`src/rtl/ps2_pkg.sv`:
```
// Shared types and constants for the PS/2 receive path.
// Latency: n/a (declarations only).
// Backpressure: n/a.
package ps2_pkg;

  typedef enum logic [1:0] {
    IDLE   = 2'd0,
    DATA   = 2'd1,
    PARITY = 2'd2,
    STOP   = 2'd3
  } state_t;

  localparam int   DATA_BITS  = 8;
  localparam int   FRAME_BITS = 11;
  localparam logic START_BIT  = 1'b0;
  localparam logic STOP_BIT   = 1'b1;

  // PS/2 uses odd parity: data bits plus the parity bit hold an odd number of ones.
  function automatic logic odd_parity_ok(input logic [DATA_BITS-1:0] d, input logic p);
    return ^{d, p};
  endfunction

endpackage

```
`src/rtl/ps2_fall_det.sv`:
```
// Registers the filtered PS/2 clock and data once and flags PS/2 clock falling edges.
// Latency: fall is high the cycle after ps2_clk_f is first sampled low; dat_s is one cycle behind ps2_dat.
// Backpressure: none; free-running capture.
module ps2_fall_det (
  input  logic clk,
  input  logic rst,
  input  logic ps2_clk_f,
  input  logic ps2_dat,
  output logic fall,
  output logic dat_s
);

  logic clk_s;
  logic clk_d;

  // Reset to the idle-high line level so leaving reset never looks like an edge.
  always_ff @(posedge clk) begin
    if (rst) begin
      clk_s <= 1'b1;
      clk_d <= 1'b1;
      dat_s <= 1'b1;
    end else begin
      clk_s <= ps2_clk_f;
      clk_d <= clk_s;
      dat_s <= ps2_dat;
    end
  end

  assign fall = clk_d & ~clk_s;

endmodule

```
`src/rtl/ps2_rx_ctrl.sv`:
```
// PS/2 frame receiver: start, 8 data bits LSB-first, odd parity, stop; emits good bytes and error strobes.
// Latency: rx_valid/rx_err rise on the edge that consumes the stop-bit fall (2 clk after the PS/2 clock drops).
// Backpressure: none; strobes last one cycle and must be taken by the consumer when presented.
module ps2_rx_ctrl
  import ps2_pkg::*;
#(
  parameter int TIMEOUT_CYCLES = 5000
) (
  input  logic       clk,
  input  logic       rst,
  input  logic       en,
  input  logic       ps2_clk_f,
  input  logic       ps2_dat,
  output logic [7:0] rx_data,
  output logic       rx_valid,
  output logic       rx_err,
  output logic       busy
);

  localparam int TW  = $clog2(TIMEOUT_CYCLES + 1);
  localparam int BCW = $clog2(DATA_BITS);
  // Abort fires on the edge where the counter would step to TIMEOUT_CYCLES-1.
  localparam logic [TW-1:0]  TO_HIT   = TW'(TIMEOUT_CYCLES - 2);
  localparam logic [BCW-1:0] BIT_LAST = BCW'(DATA_BITS - 1);

  logic fall;
  logic dat_s;

  state_t               state, state_nxt;
  logic [BCW-1:0]       bit_cnt, bit_cnt_nxt;
  logic [DATA_BITS-1:0] shreg, shreg_nxt;
  logic                 par, par_nxt;
  logic [TW-1:0]        to_cnt, to_cnt_nxt;
  logic [7:0]           rx_data_nxt;
  logic                 rx_valid_nxt;
  logic                 rx_err_nxt;
  logic                 timeout;

  ps2_fall_det u_fall_det (
    .clk       (clk),
    .rst       (rst),
    .ps2_clk_f (ps2_clk_f),
    .ps2_dat   (ps2_dat),
    .fall      (fall),
    .dat_s     (dat_s)
  );

  always_ff @(posedge clk) begin
    if (rst) begin
      state    <= IDLE;
      bit_cnt  <= '0;
      shreg    <= '0;
      par      <= 1'b0;
      to_cnt   <= '0;
      rx_data  <= 8'h00;
      rx_valid <= 1'b0;
      rx_err   <= 1'b0;
      busy     <= 1'b0;
    end else begin
      state    <= state_nxt;
      bit_cnt  <= bit_cnt_nxt;
      shreg    <= shreg_nxt;
      par      <= par_nxt;
      to_cnt   <= to_cnt_nxt;
      rx_data  <= rx_data_nxt;
      rx_valid <= rx_valid_nxt;
      rx_err   <= rx_err_nxt;
      busy     <= (state_nxt != IDLE);
    end
  end

  always_comb begin
    state_nxt    = state;
    bit_cnt_nxt  = bit_cnt;
    shreg_nxt    = shreg;
    par_nxt      = par;
    to_cnt_nxt   = '0;
    rx_data_nxt  = rx_data;
    rx_valid_nxt = 1'b0;
    rx_err_nxt   = 1'b0;

    // A fall arriving on the timeout cycle wins: it clears the counter instead.
    timeout = (state != IDLE) && !fall && (to_cnt == TO_HIT);
    if (state != IDLE && !fall) begin
      to_cnt_nxt = to_cnt + 1'b1;
    end

    case (state)
      IDLE: begin
        if (fall && dat_s == START_BIT) begin
          state_nxt   = DATA;
          bit_cnt_nxt = '0;
        end
      end
      DATA: begin
        if (fall) begin
          shreg_nxt[bit_cnt] = dat_s;
          if (bit_cnt == BIT_LAST) begin
            state_nxt = PARITY;
          end else begin
            bit_cnt_nxt = bit_cnt + 1'b1;
          end
        end
      end
      PARITY: begin
        if (fall) begin
          par_nxt   = dat_s;
          state_nxt = STOP;
        end
      end
      STOP: begin
        if (fall) begin
          state_nxt = IDLE;
          if (dat_s == STOP_BIT && odd_parity_ok(shreg, par)) begin
            rx_data_nxt  = shreg;
            rx_valid_nxt = 1'b1;
          end else begin
            rx_err_nxt = 1'b1;
          end
        end
      end
    endcase

    if (timeout) begin
      state_nxt  = IDLE;
      rx_err_nxt = 1'b1;
      to_cnt_nxt = '0;
    end

    // Disable aborts silently; capture flops keep tracking the line.
    if (!en) begin
      state_nxt    = IDLE;
      bit_cnt_nxt  = '0;
      to_cnt_nxt   = '0;
      rx_data_nxt  = rx_data;
      rx_valid_nxt = 1'b0;
      rx_err_nxt   = 1'b0;
    end
  end

endmodule
```
`config.mk`:
```
export PLATFORM = sky130hd
export DESIGN_NAME = ps2_rx_ctrl
export DESIGN_NICKNAME = d
export VERILOG_FILES = /design/src/rtl/ps2_pkg.sv /design/src/rtl/ps2_fall_det.sv /design/src/rtl/ps2_rx_ctrl.sv
export SDC_FILE = /design/constraint.sdc
export NUM_CORES = 1
export LEC_CHECK = 0
export ABC_AREA = 1
export CORE_MARGIN = 8
export CORE_UTILIZATION = 62
export CTS_BUF_LIST = sky130_fd_sc_hd__clkbuf_8 sky130_fd_sc_hd__clkbuf_16
export DETAILED_ROUTE_END_ITERATION = 16
export GPL_TIMING_DRIVEN = 0
export HOLD_SLACK_MARGIN = 0.08
export PLACE_DENSITY_LB_ADDON = 0.15
export SLEW_MARGIN = 25
export SYNTH_ARGS = -nofsm -noshare
export SYNTH_HDL_FRONTEND = slang
export SYNTH_HIERARCHICAL = 1
export SYNTH_SLANG_ARGS = --single-unit
export TNS_END_PERCENT = 30
```
`constraint.sdc`:
```
create_clock -name clk -period 2.33 [get_ports clk]
set_input_delay 0.3495 -clock clk [delete_from_list [all_inputs] [get_ports clk]]
set_output_delay 0.3495 -clock clk [all_outputs]
set_load 0.005 [all_outputs]
```
==> flow_metrics.tcl, run 1 <==
set metrics [dict create \
    finalPower_uw 1410 \
    leakage_uw 0.00107 \
    vdd_drop_max_uv 529 \
    ys_warn_count 6 \
    cts.clk_slew.worst_paths_ps 80 \
    area_growth_pct 16.6 \
    critical_path.top_delay_family "simple AND/OR/NAND/NOR gates" \
    drt_iter0_markers 105 \
    grt_first_pass_wirelength_microns 7130 \
    cts_hold_buf 0 \
    gr-usage-all-layers 0.167 \
    rsz0062_at_grt "no" \
    pre_cts_ws_ps 459 \
    slew_headroom 0.702 \
    cp_data_required_time_ps 2490 \
    route.detailed.drc 0 \
    synth.top_cell.area_share 0.399 \
    worstPathArrival_ps 1860 \
    start_util 0.632 \
    hold_slack_ps 444 \
    ys_top_cells_by_area "dfxtp_1, nand2_1, inv_1, nor2_1, a21oi_1" \
    crit_path_end_kind "flip-flop" \
    cap_violations 0 \
    slew_viol_final 0 \
    gp_congestion 0.841 \
    async_reset_ff_frac 0 \
    htreeDepth 2 \
    core_sq_mm 0.00326 \
    setup_viol 0 \
    avgSynthCellArea_sq_um 6.73 \
    path_class "reg -> reg" \
    via_per_inst 4.96 \
    pin_count 16 \
    first_pass_iters 4 \
    period_needed_ps 1690 \
    skew_ps 9.08 \
    num_vias 1859 \
    wl_per_cell_microns 10.8 \
    dieArea_sq_mm 0.00542 \
    hp-class "reg -> reg" \
    period_share 0.727 \
    cts_buffers 5 \
    multiInputGateArea_sq_um 997 \
    hold_viol_final 0 \
    cp_max_fo 5 \
    grt_pass1_vias 1796 \
    die_width_microns 73.6 \
    slowest_stage "dfxtp_1" \
    clock.fmax_mhz 591 \
    seqCellArea_sq_um 821 \
    start_kind "flip-flop" \
    tns_ps 0 \
    ys_seq_elements 41 \
    drive_above_1_share 0.0669 \
    critPathMaxStageDelay_ps 310 \
    post_cts_resized 0 \
    seq_area_frac_synth 0.399 \
    fill_cells 272 \
    post-route-util 0.737 \
    cts_root_buf "clkbuf_8" \
    synth_cell_types 27 \
    place.port_buffers 15 \
    antenna_found_initial 0 \
    synthTopCellsByCount "nand2_1, inv_1, nor2_1" \
    crit_chain "inv_1, nor2_1, nand2_1, nor2_1, inv_1, nor2_1, inv_1, o21ai_0, a21oi_1" \
    synthFlopType "dfxtp_1" \
    grt_overflow_total 0 \
    clkSinkCount 41 \
    netlist_area_sq_mm 0.00206 \
    status "finished, final reports clean" \
    grt_max_degree 14 \
    die_h_microns 73.6 \
    p_per_area_mw_per_mm2 587 \
    synth_fp_nets 315 \
    antenna_left 0 \
    tritoncts "yes" \
    rows 21 \
    wl_microns 4050 \
    yosysMostFrequentCell "nand2_1" \
    cts_setup_buffers 0 \
    synth-edff-count 0 \
    hpwl_microns 2950 \
    antennaDiodeCount 0 \
    tightestPinTransition_ps 447 \
    fin_nets 337 \
    fin_ws_ps 637 \
    critPathBufInv 3 \
    yosys.area.top_type "dfxtp_1" \
    netlist_instances 306 \
    clockBufferDepth 2 \
    insertion_delay_ps 290 \
]
worst paths after layout:
path | from | to | cells after the start | slack (ps)
min reg2reg | u_fall_det/clk_s | u_fall_det/clk_d | 2 | 440
max reg2reg | u_fall_det/clk_d | shreg[1] | 9 | 640
min | u_fall_det/clk_s | u_fall_det/clk_d | 2 | 440
max | u_fall_det/clk_d | shreg[1] | 9 | 640
placed cells by master, fill, tap and decap left out, types with 3 or more instances in the layout:
cell / instances
clkbuf_8: 5
inv_1: 54
ha_1: 4
nor2_1: 45
clkdlybuf4s50_1: 15
o21ai_0: 14
a211oi_1: 3
nand3_2: 4
nor3_1: 5
nand2_1: 73
nand4_1: 3
nand3_1: 18
a21oi_1: 22
dfxtp_1: 41
cell type report:
class                   count  area share
flip-flops and latches     41       0.342
inverters                  55      0.0860
repair buffers             15      0.0625
well taps                  46      0.0240
multi-input cells         205       0.415
plain buffers               5      0.0146
clock inverters             3      0.0271
clock buffers               5      0.0287
where the power goes:
| group | internal (uW) | switching [uW] | total (uW) |
|---|---|---|---|
| combinational | 11.8 | 21.3 | 33.1 |
| sequential | 704 | 3.63 | 707 |
| clock | 426 | 244 | 670 |
tightest hold or removal path: cells and delay by family, from the launching register on:
kind	cells	cell delay, ps
DFF	1	320
and+or+nand+nor	1	40
buffers and inverters	1	50
per-layer routing:
layer,GRT usage,up-vias,share of wire
met2,0.292,38,0.50
met1,0.179,813,0.45
met4,0.0710,0,0.010
met5,0,-,0
met3,0.0505,4,0.039
li1,-,1004,-
cells by family (layout without fill, tap and decap cells):
| family | after synthesis | after routing | synth area share |
|---|---|---|---|
| adders and majority gates | 4 | 4 | 0.0243 |
| buffers and inverters | 60 | 83 | 0.117 |
| and+or+nand+nor | 157 | 157 | 0.341 |
| AOI/OAI and AO/OA | 42 | 42 | 0.110 |
| xor gates and xnor gates | 2 | 2 | 0.00851 |
| DFF | 41 | 41 | 0.399 |
through the flow:
stage,cells,cell area (sq um)
3_5_place_dp,367,2270
5_1_grt,375,2400
4_1_cts,375,2400
6_report,375,2400
3_3_place_gp,367,2270
2_1_floorplan,306,2060
registers in the layout, indices dropped and copies added (netlist names):
register          count
par                   1
busy                  1
u_fall_det/clk_d      1
rx_err                1
bit_cnt               3
to_cnt               13
shreg                 8
u_fall_det/clk_s      1
u_fall_det/dat_s      1
rx_valid              1
rx_data               8
state                 2
Note: power is estimated with default switching activity, not from simulation.
==> inputs of run 2 (changes only) <==
--- a/config.mk
+++ b/config.mk
@@ -7,7 +7,7 @@
 export LEC_CHECK = 0
 export ABC_AREA = 1
 export CORE_MARGIN = 8
-export CORE_UTILIZATION = 62
+export CORE_UTILIZATION = 57
 export CTS_BUF_LIST = sky130_fd_sc_hd__clkbuf_8 sky130_fd_sc_hd__clkbuf_16
 export DETAILED_ROUTE_END_ITERATION = 16
 export GPL_TIMING_DRIVEN = 0
==> constraint.sdc (replaced) <==
create_clock -name clk -period 1.7 [get_ports clk]
set_input_delay 0.255 -clock clk [delete_from_list [all_inputs] [get_ports clk]]
set_output_delay 0.255 -clock clk [all_outputs]
set_load 0.005 [all_outputs]
==> run 2 against run 1 <==
  * Register-to-register slack worse by 520 ps
  * Maximum frequency rose by 6.8%
  * First-iteration DRC count fell by 30%
  * Critical path depth decreased by 2
  * Critical endpoint is now to_cnt[12]
  * Largest power group unchanged
==> flow_metrics.tcl, run 2 (same netlist as run 1, synthesis figures left out) <==
set metrics [dict create \
    core_sq_mm 0.00358 \
    htreeDepth 2 \
    clock.fmax_mhz 631 \
    clockBufferDepth 2 \
    setup_viol 0 \
    route.detailed.drc 0 \
    vdd_drop_max_uv 694 \
    grt_use_met2 0.232 \
    reg_top3 "to_cnt (13), rx_data (8), shreg (8)" \
    largest_register "to_cnt" \
    dp.cells 369 \
    crit_path_end_kind "flip-flop" \
    antenna_found_initial 0 \
    slew_headroom 0.681 \
    hpwl_microns 2960 \
    rsz0062_at_grt "yes" \
    die_h_microns 76.1 \
    cap_violations 0 \
    cp_max_fo 4 \
    start_util 0.576 \
    grt_pass1_vias 1658 \
    num_vias 1838 \
    cts_buffers 5 \
    place.port_buffers 15 \
    hold_viol_final 0 \
    antennaDiodeCount 0 \
    grt_first_pass_wirelength_microns 6830 \
    met3_usage 0.0460 \
    status "finished, final reports clean" \
    wl_per_cell_microns 10.5 \
    drive_above_1_share 0.0945 \
    via_per_inst 4.89 \
    pin_count 16 \
    slew_viol_final 0 \
    grt.met1_usage 0.157 \
    first_pass_iters 4 \
    fin_cells 376 \
    leakage_uw 0.00107 \
    tritoncts "yes" \
    path_class "reg -> reg" \
    drt_iter0_markers 73 \
    fin_nets 337 \
    worstPathArrival_ps 1760 \
    pre_cts_ws_ps -70.7 \
    gp_congestion 0.850 \
    grt_overflow_total 0 \
    cts.clk_slew.worst_paths_ps 70 \
    multiInputGateArea_sq_mm 0.00104 \
    cts_hold_buf 0 \
    fin_ws_ps 115 \
    mostFrequentLayoutCell "nand2_1" \
    p_per_area_mw_per_mm2 686 \
    tns_ps 0 \
    reg2reg_slack_ps 120 \
    final_cell_mix "nand2_1, inv_1, nor2_1" \
    rows 22 \
    cp_data_required_time_ps 1880 \
    cts_setup_buffers 0 \
    gr-usage-all-layers 0.138 \
    tightestPinTransition_ps 478 \
    dieArea_sq_mm 0.00579 \
    grt_max_degree 12 \
    period_share 0.932 \
    fill_cells 323 \
    seqCellArea_sq_um 827 \
    hold_slack_ps 449 \
    clkSinkCount 41 \
    wl_microns 3960 \
    largest_register_ffs 13 \
    antenna_left 0 \
    hp-class "reg -> reg" \
    area_growth_pct 16.6 \
    die_width_microns 76.1 \
    cts_root_buf "clkbuf_8" \
    start_kind "flip-flop" \
    skew_ps 3.36 \
    period_needed_ps 1580 \
    insertion_delay_ps 290 \
    busiest_layer "met2" \
]
[run 2: cell count changes in the layout (fill, tap and decap cells not counted), sizes merged]
cell | previous run | this run
clkinv | 1 | 0
clkbuf | 7 | 8
inv | 55 | 56
bufinv | 2 | 0
[run 2: metrics by stage]
| step | instance area [sq um] | util | power, uW |
|---|---|---|---|
| floorplan | 2060 | - | 1020 |
| global placement | 2270 | 0.634 | 1040 |
| detailed placement | 2270 | 0.634 | 1040 |
| CTS | 2360 | 0.658 | 1660 |
| global route | 2400 | 0.671 | 1700 |
| finish | 2400 | 0.671 | 1650 |
[run 2: cell type report]
type / count / share of cell area
clock inverter: 1 / 0.00156
sequential: 41 / 0.344
multi-input combinational: 205 / 0.431
buffer: 5 / 0.0146
timing repair buffer: 15 / 0.0625
tap: 48 / 0.0250
inverter: 55 / 0.0860
clock buffer: 6 / 0.0344
[run 2: timing repair]
item,in CTS,in global routing
resized for setup,0,15
cloned,0,0
setup endpoints to repair,6,20
[run 2: final timing paths]
path                     from               end  cells after the start
max                 to_cnt[0]        to_cnt[12]                      7
min          u_fall_det/clk_s  u_fall_det/clk_d                      2
max reg2reg         to_cnt[0]        to_cnt[12]                      7
min reg2reg  u_fall_det/clk_s  u_fall_det/clk_d                      2
[run 2: power breakdown]
group          switching, uW  internal, uW  total, uW  leakage [uW]
combinational           30.3          16.5       46.8      0.000686
sequential              5.12           965        970      0.000334
clock                    314           316        630     0.0000485
[run 2: worst max-delay path, cell delays in order, from the launching register on]
cell and delay, ps:
dfxtp_1 380, ha_1 200, nand3_1 180, nor4_4 220
nand4_1 160, nor2_1 150, nand2_1 60, nor3b_1 130
[run 2: per-layer routing]
layer,part of all wire,up-vias
met5,0,-
met4,0.0063,0
met3,0.044,2
met2,0.47,28
met1,0.47,804
li1,-,1004
